### src/rtl/ppu_pkg.sv
// Shared PPU sprite definitions: OAM entry field positions, sprite heights and
// the per-scanline sprite list entry used by the evaluator and pattern fetcher.
package ppu_pkg;

  localparam int unsigned OAM_W       = 64;
  localparam int unsigned TILE_LSB    = 0;
  localparam int unsigned TILE_W      = 10;
  localparam int unsigned PAL_LSB     = 10;
  localparam int unsigned PAL_W       = 4;
  localparam int unsigned HFLIP_BIT   = 14;
  localparam int unsigned VFLIP_BIT   = 15;
  localparam int unsigned Y_LSB       = 32;
  localparam int unsigned Y_FLD_W     = 8;
  localparam int unsigned X_LSB       = 48;
  localparam int unsigned X_W         = 9;
  localparam int unsigned SIZE16_BIT  = 57;
  localparam int unsigned ENABLE_BIT  = 58;
  localparam int unsigned ROW_W       = 4;

  localparam int unsigned SPR_H_SMALL = 8;
  localparam int unsigned SPR_H_LARGE = 16;

  typedef struct packed {
    logic [X_W-1:0]    x;
    logic [TILE_W-1:0] tile;
    logic [PAL_W-1:0]  pal;
    logic              hflip;
    logic [ROW_W-1:0]  row;
  } spr_entry_t;

  localparam int unsigned SPR_ENTRY_W = $bits(spr_entry_t);

endpackage

### src/rtl/ppu_sprite_hit.sv
// Combinational sprite/scanline hit test with pattern-row (vflip) calculation.
// Ports:
//   line   in  Y_W    target scanline
//   entry  in  64     raw OAM entry
//   hit_c  out 1      entry is enabled and covers the scanline
//   info_c out entry  list entry (x, tile, pal, hflip, row) for this sprite
module ppu_sprite_hit
  import ppu_pkg::*;
#(
  parameter int unsigned Y_W = 8
) (
  input  logic [Y_W-1:0]   line,
  input  logic [OAM_W-1:0] entry,
  output logic             hit_c,
  output spr_entry_t       info_c
);

  logic [Y_W-1:0] y;
  logic [Y_W-1:0] row;
  logic [Y_W-1:0] h;
  logic           unused_bits;

  // Modular subtraction lets sprites that start above line 0 (large y) wrap in.
  always_comb begin
    y            = Y_W'(entry[Y_LSB +: Y_FLD_W]);
    h            = entry[SIZE16_BIT] ? Y_W'(SPR_H_LARGE) : Y_W'(SPR_H_SMALL);
    row          = line - y;
    hit_c        = entry[ENABLE_BIT] && (row < h);
    info_c.x     = entry[X_LSB +: X_W];
    info_c.tile  = entry[TILE_LSB +: TILE_W];
    info_c.pal   = entry[PAL_LSB +: PAL_W];
    info_c.hflip = entry[HFLIP_BIT];
    info_c.row   = entry[VFLIP_BIT] ? ROW_W'(h - Y_W'(1) - row) : ROW_W'(row);
  end

  assign unused_bits = ^{entry[31:16], entry[47:40], entry[63:59]};

endmodule

### src/rtl/ppu_sprite_eval.sv
// Per-scanline sprite evaluator: scans OAM one entry per clock and collects the
// first MAX_PER_LINE sprites covering the requested line into a readable list.
// Ports:
//   clk, reset_n          clock, async active-low reset
//   start, line           scan request pulse and target scanline
//   busy, done, overflow  scan status
//   oam_re, oam_raddr     OAM read port (data returns one clock later)
//   oam_rdata             OAM entry data
//   list_count            number of valid list entries
//   list_idx              list read index (combinational read)
//   list_x/tile/pal/hflip/row  selected list entry fields
module ppu_sprite_eval
  import ppu_pkg::*;
#(
  parameter int unsigned NUM_SPRITES  = 128,
  parameter int unsigned MAX_PER_LINE = 32,
  parameter int unsigned Y_W          = 8
) (
  input  logic                              clk,
  input  logic                              reset_n,
  input  logic                              start,
  input  logic [Y_W-1:0]                    line,
  output logic                              busy,
  output logic                              done,
  output logic                              overflow,
  output logic                              oam_re,
  output logic [$clog2(NUM_SPRITES)-1:0]    oam_raddr,
  input  logic [OAM_W-1:0]                  oam_rdata,
  output logic [$clog2(MAX_PER_LINE):0]     list_count,
  input  logic [$clog2(MAX_PER_LINE)-1:0]   list_idx,
  output logic [X_W-1:0]                    list_x,
  output logic [TILE_W-1:0]                 list_tile,
  output logic [PAL_W-1:0]                  list_pal,
  output logic                              list_hflip,
  output logic [ROW_W-1:0]                  list_row
);

  localparam int unsigned AW = $clog2(NUM_SPRITES);
  localparam int unsigned IW = $clog2(MAX_PER_LINE);
  localparam int unsigned CW = IW + 1;

  typedef enum logic [1:0] {S_IDLE, S_SCAN, S_FINISH} state_t;

  state_t         state, next_state;
  logic [Y_W-1:0] line_q;
  logic           re_q;      // a read is still to be issued this cycle
  logic           vld_q;     // oam_rdata holds an entry to evaluate
  logic [AW-1:0]  raddr_q;
  logic [CW-1:0]  count_q;
  logic           overflow_q;
  logic           accept;
  logic           store;
  logic           ovf_hit;
  logic           hit_c;
  spr_entry_t     hit_info;
  spr_entry_t     list_mem [MAX_PER_LINE];
  spr_entry_t     sel;

  ppu_sprite_hit #(.Y_W(Y_W)) u_hit (
    .line   (line_q),
    .entry  (oam_rdata),
    .hit_c  (hit_c),
    .info_c (hit_info)
  );

  // State register
  always_ff @(posedge clk or negedge reset_n) begin
    if (!reset_n) state <= S_IDLE;
    else          state <= next_state;
  end

  // Next state and control decode
  always_comb begin
    next_state = state;
    busy       = 1'b0;
    done       = 1'b0;
    oam_re     = 1'b0;
    accept     = 1'b0;
    store      = 1'b0;
    ovf_hit    = 1'b0;
    case (state)
      S_IDLE: begin
        if (start) begin
          accept     = 1'b1;
          next_state = S_SCAN;
        end
      end
      S_SCAN: begin
        busy = 1'b1;
        if (vld_q && hit_c) begin
          if (count_q == CW'(MAX_PER_LINE)) ovf_hit = 1'b1;
          else                              store   = 1'b1;
        end
        // Overflow cancels the read issued this cycle; its data is never used.
        oam_re = re_q && !ovf_hit;
        if (ovf_hit || (vld_q && !re_q)) next_state = S_FINISH;
      end
      S_FINISH: begin
        done = 1'b1;
        if (start) begin
          accept     = 1'b1;
          next_state = S_SCAN;
        end else begin
          next_state = S_IDLE;
        end
      end
      default: next_state = S_IDLE;
    endcase
  end

  // Scan datapath: read pointer, pipeline valid, list count and overflow
  always_ff @(posedge clk or negedge reset_n) begin
    if (!reset_n) begin
      line_q     <= '0;
      re_q       <= 1'b0;
      vld_q      <= 1'b0;
      raddr_q    <= '0;
      count_q    <= '0;
      overflow_q <= 1'b0;
    end else if (accept) begin
      line_q     <= line;
      re_q       <= 1'b1;
      vld_q      <= 1'b0;
      raddr_q    <= '0;
      count_q    <= '0;
      overflow_q <= 1'b0;
    end else if (state == S_SCAN) begin
      vld_q <= oam_re;
      if (oam_re) begin
        if (raddr_q == AW'(NUM_SPRITES - 1)) re_q    <= 1'b0;
        else                                 raddr_q <= raddr_q + AW'(1);
      end
      if (ovf_hit) begin
        re_q       <= 1'b0;
        overflow_q <= 1'b1;
      end
      if (store) count_q <= count_q + CW'(1);
    end
  end

  // List storage, appended in OAM order
  always_ff @(posedge clk) begin
    if (store) list_mem[count_q[IW-1:0]] <= hit_info;
  end

  assign sel        = list_mem[list_idx];
  assign list_x     = sel.x;
  assign list_tile  = sel.tile;
  assign list_pal   = sel.pal;
  assign list_hflip = sel.hflip;
  assign list_row   = sel.row;
  assign oam_raddr  = raddr_q;
  assign list_count = count_q;
  assign overflow   = overflow_q;

endmodule

### config.mk
export PLATFORM = sky130hd
export DESIGN_NAME = ppu_sprite_eval
export DESIGN_NICKNAME = d
export VERILOG_FILES = /design/src/rtl/ppu_pkg.sv /design/src/rtl/ppu_sprite_hit.sv /design/src/rtl/ppu_sprite_eval.sv
export SDC_FILE = /design/constraint.sdc
export NUM_CORES = 1
export LEC_CHECK = 0
export ABC_CLOCK_PERIOD_IN_PS = 10700
export BUFFER_PORTS_ARGS = -buffer_cell sky130_fd_sc_hd__buf_2
export CELL_PAD_IN_SITES_DETAIL_PLACEMENT = 0
export CELL_PAD_IN_SITES_GLOBAL_PLACEMENT = 1
export CORE_ASPECT_RATIO = 0.75
export CORE_MARGIN = 2
export CORE_UTILIZATION = 50
export CTS_CLUSTER_SIZE = 20
export DETAILED_ROUTE_END_ITERATION = 8
export PLACE_DENSITY_LB_ADDON = 0.15
export SLEW_MARGIN = 20
export SYNTH_ARGS = -nofsm -noshare
export SYNTH_HDL_FRONTEND = slang
export SYNTH_HIERARCHICAL = 1
export SYNTH_SLANG_ARGS = --single-unit
export TNS_END_PERCENT = 1
### constraint.sdc
create_clock -name clk -period 10.7 [get_ports clk]
set_clock_uncertainty 0.05 [all_clocks]
set_input_delay 2.14 -clock clk [delete_from_list [all_inputs] [get_ports clk]]
set_output_delay 2.14 -clock clk [all_outputs]
set_load 0.02 [all_outputs]
-- Yosys cells after proc, flatten, opt, wreduce, memory -nomap -nowiden
Memories as Yosys holds them, arrays and structs flattened.
Index checks and enable logic that the tools add are counted.
- memories kept: 1
- memory bits (writable): 896
- memory bits (read-only): 0
- word-level logic and storage cells: 78
- output and inout port bits: 45
- register bits after elaboration: 26
- latch bits: 0
- memories (memory ; depth ; width ; read ports ; clocked after memory_dff ; wr ports ; line ; source):
    list_mem ; 32 ; 28 ; 1 ; 0 ; 1 ; ppu_sprite_eval.sv:56 ; spr_entry_t list_mem [MAX_PER_LINE];
- shift operators: 0
- order comparisons: 1
- muxes and demuxes: 37
- $mul: 0
- divide/modulo/power cells: 0
- bitwise logic cells: 0
- reductions and logical operators: 20
- equal/unequal tests: 7
- add/sub/neg operators: 5
- operators with widths (operator ; count):
    2-to-1 mux 7 bit ; 4
    2-to-1 mux 1 bit ; 25
    2-to-1 mux 6 bit ; 3
    < comparator 8 x 5 -> 1 bit ; 1
    nonzero test 2 bit ; 4
    subtractor 8 bit ; 1
    adder 7 x 1 -> 7 bit, second input constant ; 1
    == test 7 bit, second input constant ; 1
    adder 6 x 1 -> 6 bit, second input constant ; 1
    == test 6 bit, second input constant ; 1
    != test 2 bit, second input constant ; 3
    one-hot mux 2 bit (3 select lines) ; 1
    AND reduction 2 bit ; 3
    AND reduction 3 bit ; 2
    nonzero test 3 bit ; 2
    2-to-1 mux 5 bit ; 1
    logical AND 1 bit ; 4
    2-to-1 mux 2 bit ; 2
    2-to-1 mux 4 bit ; 1
    subtractor 4 x 1 -> 4 bit, second input constant ; 1
    subtractor 4 bit ; 1
    == test 2 x 1 -> 1 bit, second input constant ; 1
    == test 2 bit, second input constant ; 1
    logical NOT 1 bit ; 2
    3 further kinds ; 3

-- Depth between registers and ports, before layout
- depth after elaboration: 13
- depth in mapped cells: 17
- depth with buffers taken out: 17

-- By module
The synthesis kept the hierarchy.
- by module, submodules not included (module ; times used ; area each (um^2) ; cells each):
    ppu_sprite_eval ; 1 ; 35963.2 ; 2090
    ppu_sprite_hit ; 1 ; 640.6 ; 87

-- Worst setup path before layout
No wires, ideal clock.
- path kind: input -> output
- start point: input oam_rdata[32]
- end point: output oam_re
- required time: 8.510 ns
- slack: 3.742 ns
- cell stages on the path: 14
- arrival time: 4.768 ns
- buffers on the path: 0
- path through: ha_1 > fa_1 > and2b_1 > o21ai_1 > nand2_1 > xor2_1 > ha_1 > nor2b_1 > nor4b_2 > o211ai_1 > nor4_2 > nand2_1 > o311ai_4 > inv_1
- longest elaborated chain between the ends: 9
- RTL lines (what ; line ; source):
    start, declared ; ppu_sprite_eval.sv:28 ; input logic [OAM_W-1:0] oam_rdata,
    subtractor 8 bit ; ppu_sprite_hit.sv:27 ; row = line - y;
    < comparator 8 x 5 -> 1 bit ; ppu_sprite_hit.sv:28 ; hit_c = entry[ENABLE_BIT] && (row < h);
    logical AND 1 bit ; ppu_sprite_hit.sv:28 ;
    named net hit_c ; ppu_sprite_eval.sv:54 ; logic hit_c;
    logical AND 1 bit ; ppu_sprite_eval.sv:90 ; if (vld_q && hit_c) begin
    2-to-1 mux 1 bit ; ppu_sprite_eval.sv:90 ;
    2-to-1 mux 1 bit ; ppu_sprite_eval.sv:81 ; case (state)
    logical NOT 1 bit ; ppu_sprite_eval.sv:95 ; oam_re = re_q && !ovf_hit;
    logical AND 1 bit ; ppu_sprite_eval.sv:95 ;
    2-to-1 mux 1 bit ; ppu_sprite_eval.sv:81 ;
    end, declared ; ppu_sprite_eval.sv:26 ; output logic oam_re,
The timed path passes the listed nets, and every way through them passes these cells. The select of a mux whose other input is x is not followed.

-- Final worst setup path
Same ends and word-level chain as after synthesis.

==> impl_metrics.yaml <==
outcome:
  status: "finished, final reports clean"
synthesis:
  synth_ff_type: "edfxtp_1"
  yosysMostFrequentCell: "edfxtp_1"
  yosys-top-cells-area: "edfxtp_1 74%, mux2i_1 12%, dfrtp_1 1.8%"
  synth_area_leader_cell: "edfxtp_1"
  async_flop_share: 0.0282
  syn_inst: 2177
  yosysWarnings: 6
  yosysUniqueCellTypes: 46
  synth_commonest_cells: "896 x edfxtp_1, 451 x mux2i_1, 136 x nand2_1"
  yosysSeqAreaShare: 0.753
  syn_area_sq_um: 36600
  synth-seq-cells: 922
  synth_edf_count: 896
  syn_area_per_cell_sq_um: 16.8
  synth_top_area_share: 0.735
  syn-num-nets: 2273
final_layout:
  area_delta_synth_final_pct: 12.4
  fin_area_sq_um: 41100
  fin_nets: 2364
  num-fill-cells: 5560
  final_layout_size_suffix_gt1_frac: 0.137
cts:
  root_buffer: "clkbuf_16"
  cts_tree: "built"
  cts_setup_buffers: 0
  htreeDepth: 3
  cts.sinks: 922
  post_cts_resized: 0
  path_clk_slew_ps: 60
  insertion_delay_ps: 650
  cts_made_buffers: 89
  ctsHoldBuffers: 0
  clockBufferDepth: 3
pwr:
  p_clk_frac: 0.383
  irDropWorstVdd_mv: 0.127
  power.leakage_nw: 14.5
  switchingPower_mw: 1.83
  seq_power_share: 0.526
  intPower_mw: 6.09
  power_frac_comb: 0.091
  switching_share: 0.231
  powerDensity_nw_per_um2: 192
setup_path:
  cp-end-kind: "output pin"
  crit_fanout: 7
  critical_path_class: "in -> out"
  arrival_ps: 5500
  cp.required_ps: 8510
  cp-start-kind: "input port"
place:
  place_congestion: 0.724
  place_ws_ps: 2970
  placed_cell_area_sq_um: 38300
  port_buffers: 95
  dp_hpwl_microns: 42200
sta:
  worstMarginPinSlew_ps: 1090
  slew-limit-headroom: 0.274
  hold_viol_final: 0
  setup_slack_ps: 3010
  setup_violations: 0
  report.final.slew_viol_count: 0
  rsz0062_at_grt: "false"
  fmax_mhz: 130
  setup_tns_ps: 0
  finalCritPeriodShare: 0.719
  min_period_ps: 7690
floorplan:
  core_area_sq_um: 72100
  ios: 125
  start_util: 0.508
  rows: 85
  die_area_sq_um: 75400
  die_x_microns: 316
  die_h_microns: 238
global_routing:
  grt_overflow_total: 0
  grt_usage: 0.239
  grt_pass1_vias: 19250
  grt_max_degree: 139
  grt_pass1_wl_microns: 129000
  antenna_found_initial: 8
drt:
  drtAntennaViolNets: 0
  via_count: 19519
  drt-initial-drc-count: 1753
  routedWlPerCell_microns: 26.9
  detail_route.first_pass.iterations: 5
  post_drt_via_cell_ratio: 5.93
  post-route-drc-count: 0
  wl_microns: 88700
run:
  drv_cap: 0
hold_path:
  hold_path.class: "reg -> reg"
[power groups by stage]
stage / sequential (mW) / combinational (mW) / clock [mW]
detailed placement: 4.24 / 0.705 / 0
global placement: 4.24 / 0.687 / 0
CTS: 4.16 / 0.708 / 3.09
finish: 4.16 / 0.720 / 3.03
global route: 4.17 / 0.793 / 3.23
floorplan: 4.25 / 0.462 / 0
[area by class of cell]
cell class              count  area, sq um  share of cell area
diodes                      1         2.50           0.0000608
multi-input cells        1098         8620               0.210
clock buffers             108         2340              0.0569
clock inverters            51          469              0.0114
flip-flops and latches    922        27600               0.670
inverters                  15         56.3             0.00137
well taps                 957         1200              0.0291
repair buffers            142          888              0.0216
[routing by layer]
| layer | up-vias | wire (microns) | GRT usage |
|---|---|---|---|
| li1 | 8665 | - | - |
| met1 | 10090 | 41400 | 0.364 |
| met2 | 638 | 39900 | 0.364 |
| met3 | 124 | 5710 | 0.0390 |
| met4 | 2 | 1670 | 0.0532 |
| met5 | - | 13 | 0 |
[registers in the layout, indices dropped and copies added (netlist names)]
signal,cells
list_mem,896
state,2
oam_raddr,7
list_count,6
overflow,1
re_q,1
line_q,8
vld_q,1
[per-stage QoR]
stage	hold slack [ps]	util	power, mW	std cells
3_3_place_gp	418	0.531	4.92	3134
3_5_place_dp	430	0.531	4.94	3134
2_1_floorplan	396	-	4.71	2177
6_report	441	0.570	7.91	3294
4_1_cts	443	0.570	7.96	3293
5_1_grt	475	0.570	8.19	3293
[worst max-delay path, cell delays in order]
cell      delay [ps]
buf_2            110
ha_1             180
fa_1             410
and2b_1          210
o21ai_1           80
nand2_1           90
xor2_1           150
ha_1             240
nor2b_1          140
nor4b_2          240
o211ai_1         140
nor4_2           490
nand2_1          220
o311ai_4         420
inv_1             80
buf_2            170
[layout by cell type, fill, tap and decap left out, types with 43 or more instances in the layout]
cell type,instances
a22oi_1,84
a22o_1,57
clkbuf_16,91
nand3_1,92
a21oi_1,86
nand2_1,136
mux2i_1,451
buf_2,94
buf_4,43
edfxtp_1,896
[final timing paths]
path	start	to	slack (ps)	cells past startpoint
worst max register to register	line_q[0]	list_mem[29][1]	5160	17
worst min register to register	line_q[0]	line_q[0]	440	2
max in group asynchronous	reset_n	line_q[5]	8770	1
worst max-delay path	oam_rdata[32]	oam_re	3010	16
min in group asynchronous	reset_n	oam_raddr[3]	1440	1
worst min-delay path	line_q[0]	line_q[0]	440	2
[cell families (layout without fill, tap and decap cells)]
family                   Yosys count  in the layout  share of synthesized area
AO/OA/AOI/OAI                    275            275                     0.0520
XOR/XNOR                          13             13                    0.00311
adder cells (fa/ha/maj)           16             16                    0.00567
buffers and inverters            157            316                     0.0208
flip-flops                       922            922                      0.753
multiplexers                     451            451                      0.123
other                              0              1                          0
AND/OR/NAND/NOR                  343            343                     0.0423
(Power assumes the default switching activity.)
